--- config.mk ---
export PLATFORM = sky130hd
export DESIGN_NAME = spwm_cfg_writer
export DESIGN_NICKNAME = d
export VERILOG_FILES = /design/src/rtl/spwm_pkg.sv /design/src/rtl/spwm_cfg_writer.sv
export SDC_FILE = /design/constraint.sdc
export NUM_CORES = 1
export LEC_CHECK = 0
export ABC_AREA = 1
export BUFFER_PORTS_ARGS = -buffer_cell sky130_fd_sc_hd__buf_2
export CAP_MARGIN = 20
export CORE_MARGIN = 2
export CORE_UTILIZATION = 58
export DETAILED_ROUTE_END_ITERATION = 7
export HOLD_SLACK_MARGIN = 0.1
export PLACE_DENSITY = 0.82
export SLEW_MARGIN = 20
export SYNTH_ARGS = -nofsm -noshare
export SYNTH_HDL_FRONTEND = slang
export SYNTH_SLANG_ARGS = --single-unit
--- constraint.sdc ---
create_clock -name clk -period 2.5 [get_ports clk]
set_input_delay 0.375 -clock clk [delete_from_list [all_inputs] [get_ports clk]]
set_output_delay 0.375 -clock clk [all_outputs]
set_load 0.1 [all_outputs]
--- src/rtl/spwm_pkg.sv ---
// spwm_pkg: frame constants, FSM encoding and the byte-select helper shared by the
// SPWM configuration writer and any consumer-side model.
package spwm_pkg;

    localparam int FRAME_BYTES     = 12;
    localparam int PHASE_LIMIT_DEF = 1000;

    typedef enum logic [1:0] {IDLE, WAIT_ROOM, SEND, DONE} state_t;

    typedef struct packed {
        logic [15:0] cycle1;
        logic [15:0] cycle2;
        logic [15:0] cycle3;
        logic [9:0]  phase1;
        logic [9:0]  phase2;
        logic [9:0]  phase3;
    } cfg_t;

    // Each channel occupies four bytes: cycle MSB, cycle LSB, phase MSBs, phase LSB.
    function automatic logic [7:0] frame_byte(input cfg_t f, input logic [3:0] idx);
        logic [15:0] cy;
        logic [9:0]  ph;
        cy = idx[3:2] == 2'd0 ? f.cycle1 : idx[3:2] == 2'd1 ? f.cycle2 : f.cycle3;
        ph = idx[3:2] == 2'd0 ? f.phase1 : idx[3:2] == 2'd1 ? f.phase2 : f.phase3;
        return idx[1:0] == 2'd0 ? cy[15:8] :
               idx[1:0] == 2'd1 ? cy[7:0]  :
               idx[1:0] == 2'd2 ? {6'b0, ph[9:8]} : ph[7:0];
    endfunction

endpackage

--- src/rtl/spwm_cfg_writer.sv ---
// spwm_cfg_writer: serialises a three-channel SPWM config into a 12-byte gap-free FIFO burst.
// Define SPWM_CFG_DEDUP_EN to skip words identical to the last fully written frame.
module spwm_cfg_writer
    import spwm_pkg::*;
#(
    parameter int FIFO_DEPTH  = 256,
    parameter int USEDW_W     = 8,
    parameter int PHASE_LIMIT = PHASE_LIMIT_DEF
) (
    input  logic               clk,
    input  logic               reset,
    input  logic               cfg_valid,
    output logic               cfg_ready,
    input  logic [15:0]        cfg_cycle1,
    input  logic [15:0]        cfg_cycle2,
    input  logic [15:0]        cfg_cycle3,
    input  logic [9:0]         cfg_phase1,
    input  logic [9:0]         cfg_phase2,
    input  logic [9:0]         cfg_phase3,
    output logic [7:0]         spwm_wrfifo_data,
    output logic               spwm_wrfifo_req,
    input  logic               spwm_wrfifo_full,
    input  logic [USEDW_W-1:0] spwm_wrfifo_usedw,
    output logic               busy,
    output logic               cfg_err,
    output logic [15:0]        frame_cnt
);

    state_t     state;
    logic [3:0] byte_idx;
    cfg_t       sh;
    cfg_t       cfg_in;
    logic       bad;
    logic       room;
    logic       dup;

    assign cfg_in    = {cfg_cycle1, cfg_cycle2, cfg_cycle3, cfg_phase1, cfg_phase2, cfg_phase3};
    assign cfg_ready = state == IDLE;
    assign bad       = int'(cfg_phase1) >= PHASE_LIMIT || int'(cfg_phase2) >= PHASE_LIMIT ||
                       int'(cfg_phase3) >= PHASE_LIMIT;
    // The consumer reads a whole frame without re-checking empty, so wait for full-frame room.
    assign room      = !spwm_wrfifo_full && int'(spwm_wrfifo_usedw) <= FIFO_DEPTH - FRAME_BYTES;

`ifdef SPWM_CFG_DEDUP_EN
    cfg_t last;
    logic last_vld;
    assign dup = last_vld && last == cfg_in;
    always_ff @(posedge clk) begin
        if (reset) begin
            last     <= '0;
            last_vld <= 1'b0;
        end else if (state == DONE) begin
            last     <= sh;
            last_vld <= 1'b1;
        end
    end
`else
    assign dup = 1'b0;
`endif

    always_ff @(posedge clk) begin
        if (reset) begin
            state            <= IDLE;
            byte_idx         <= '0;
            sh               <= '0;
            spwm_wrfifo_data <= '0;
            spwm_wrfifo_req  <= 1'b0;
            cfg_err          <= 1'b0;
            frame_cnt        <= '0;
            busy             <= 1'b0;
        end else begin
            spwm_wrfifo_req <= 1'b0;
            cfg_err         <= 1'b0;
            case (state)
                IDLE: if (cfg_valid) begin
                    if (bad) cfg_err <= 1'b1;
                    else if (!dup) begin
                        sh       <= cfg_in;
                        byte_idx <= '0;
                        state    <= WAIT_ROOM;
                        busy     <= 1'b1;
                    end
                end
                WAIT_ROOM: if (room) begin
                    state            <= SEND;
                    spwm_wrfifo_req  <= 1'b1;
                    spwm_wrfifo_data <= frame_byte(sh, 4'd0);
                    byte_idx         <= 4'd1;
                end
                SEND: if (byte_idx == 4'(FRAME_BYTES)) state <= DONE;
                else begin
                    spwm_wrfifo_req  <= 1'b1;
                    spwm_wrfifo_data <= frame_byte(sh, byte_idx);
                    byte_idx         <= byte_idx + 4'd1;
                end
                DONE: begin
                    frame_cnt <= frame_cnt + 16'd1;
                    state     <= IDLE;
                    busy      <= 1'b0;
                end
            endcase
        end
    end

endmodule

==> metrics.cfg <==
[clocking]
cts_root_buf = clkbuf_8
clk_pin_slew_worst_paths_ns = 0.11
h-tree-depth = 3
cts_buffers = 9
cts_resized = 0
tritoncts = built
cts_buffer_depth = 2
clock-sinks = 111
clkLatencyLatePin_ns = 0.37
cts_setup_buffers = 0
cts_hold_buf = 0

[power]
power_density_nw_per_um2 = 996
switching_power_w = 0.00272
intPower_w = 0.00323
swShare = 0.457
ir_drop_uv = 1110
cellLeakagePower_nw = 2.74
pwr-share-seq = 0.405
p_comb_frac = 0.424
p_clk_frac = 0.171

[hold_path]
min_from = cfg_phase1[2]
hp-class = input pin to flop

[route]
drcViolationCount = 0
ant_nets = 0
dr.pass1.iters = 5
routed_wl_mm = 13.7
post_drt_wl_per_cell_um = 14.5
drtIter0Drc = 365
vias_per_cell = 5.49
num_vias = 5207

[synth]
yosysWarnings = 0
synth_cells = 743
syn_avg_cell_area_um2 = 7.08
synth_seq_area_share = 0.423
ys_seq_elements = 111
mappedNetlistArea_um2 = 5260
ys_types = 34
synth.net_count = 843

[setup_path]
crit_type = flop to flop
endpoint_kind = flop
cp.arrival_ns = 2.34
crit_start = byte_idx[2]
rr_startpoint = byte_idx[2]
cp_data_required_time_ns = 2.80
crit_path_max_fanout = 26
start_kind = flop

[die]
die-height_um = 99.2
start_util = 0.600
die_area_um2 = 9840
coreArea_um2 = 8760
dieWidth_um = 99.2
rows = 34
pin_count = 118

[sta]
slew_headroom = 0.571
clock.fmax_mhz = 490
tightest_slew_ns = 0.643
fin_crit_sh = 0.817
whs_ns = 0.218
slew_viol_final = 0
setup_viol = 0
hold_viol = 0
rsz0062_at_grt = false
worst_slack_ns = 0.459
min_period_ns = 2.04
finalSetupTns_ns = 0
final.setup_skew_ns = 0.0124

[global_route]
grt_max_degree = 68
grt_pass1_vias = 4818
grt_pass1_wl_mm = 22.6
antenna_found_initial = 0
grt-ovfl-total = 0
grtUsageTotal = 0.279

[finish]
area_growth_syn_to_layout_pct = 13.7
mostFrequentLayoutCells = nor2_1 (164), nand2_1 (128), buf_2 (117), dfxtp_1 (111), a21oi_1 (52)
layout.nets = 936
final_cell_area_um2 = 5980
num_antenna_cells = 0
final_util = 0.682
layout-drive-gt1-share = 0.196
final_common_cell = nor2_1

[place]
gp_congestion = 0.918
hpwl_mm = 9.92
post_dp_cell_area_um2 = 5800
io_buffers = 117
pre_cts_ws_ns = 0.506

[flow_run]
maxCapViolations = 0

[outcome]
outcome = finished, final reports clean

[sequential cells by signal (all words and copies together), names as in the netlist]
| register | count |
|---|---|
| spwm_wrfifo_data | 8 |
| sh | 78 |
| frame_cnt | 16 |
| state | 2 |
| busy | 1 |
| cfg_err | 1 |
| byte_idx | 4 |
| spwm_wrfifo_req | 1 |
[cell usage after synthesis (all sizes together)]
library cell | count | area share
nor3 | 2 | 0.0029
nor3b | 1 | 0.0014
nor2 | 173 | 0.14
xor2 | 2 | 0.0033
nand2 | 133 | 0.099
o21ai | 93 | 0.089
nor4 | 1 | 0.0012
o211ai | 11 | 0.018
clkbuf | 11 | 0.0079
inv | 55 | 0.039
nand3 | 34 | 0.034
a31oi | 5 | 0.0059
or2 | 2 | 0.0024
ha | 10 | 0.024
o21a | 3 | 0.0043
a21oi | 53 | 0.053
buf | 31 | 0.041
xnor2 | 1 | 0.0017
nand4 | 11 | 0.013
dfxtp | 111 | 0.42
[path summary, 6_finish.rpt]
kind	slack (ns)	cells after the start	to
worst max-delay path	0.46	8	spwm_wrfifo_data[6]
worst max register to register	0.46	8	spwm_wrfifo_data[6]
worst min register to register	0.47	2	sh[32]
worst min-delay path	0.22	3	sh[22]
[area by class of cell]
class / instances / area [um2]
fill: 755 / 2790
sequential: 111 / 2220
clock buffer: 10 / 128
clock inverter: 6 / 51.3
tap: 108 / 135
timing repair buffer: 124 / 663
multi-input combinational: 535 / 2570
inverter: 55 / 206
[cells by family after synthesis]
logic type	count (synthesis)	share of synthesized area
buffers and inverters	97	0.0883
adders and majority gates	10	0.0238
AOI/OAI and AO/OA	165	0.169
xor gates and xnor gates	3	0.00500
DFF	111	0.423
and+or+nand+nor	357	0.291
[power by group through the flow]
stage | sequential [W] | clock, W | combinational [W]
after global placement | 0.00243 | 0 | 0.00242
final | 0.00241 | 0.00102 | 0.00253
after global routing | 0.00246 | 0.00110 | 0.00279
after detailed placement | 0.00244 | 0 | 0.00250
after CTS | 0.00240 | 0.00103 | 0.00251
after floorplan | 0.00289 | 0 | 0.00157
[worst max-delay path, stage by stage, from the launching register on]
cell and delay, ns:
dfxtp_1 0.61, inv_2 0.12, nor2_8 0.34, nand2_1 0.08, o21ai_0 0.13, a21oi_1 0.10, o21ai_0 0.27, nand3_1 0.16
a21oi_1 0.15
[per-layer routing]
layer | vias up | part of all wire | track usage
met5 | - | 0 | 0
met4 | 0 | 0.019 | 0.0927
met2 | 237 | 0.45 | 0.441
li1 | 2584 | - | -
met1 | 2363 | 0.46 | 0.394
met3 | 23 | 0.072 | 0.0401
[stage by stage]
step	total power, W	cells
floorplan	0.00447	743
global placement	0.00486	933
CTS	0.00593	949
global route	0.00635	949
detailed placement	0.00493	933
finish	0.00595	949
No activity file was read; power rests on OpenSTA's default activity.
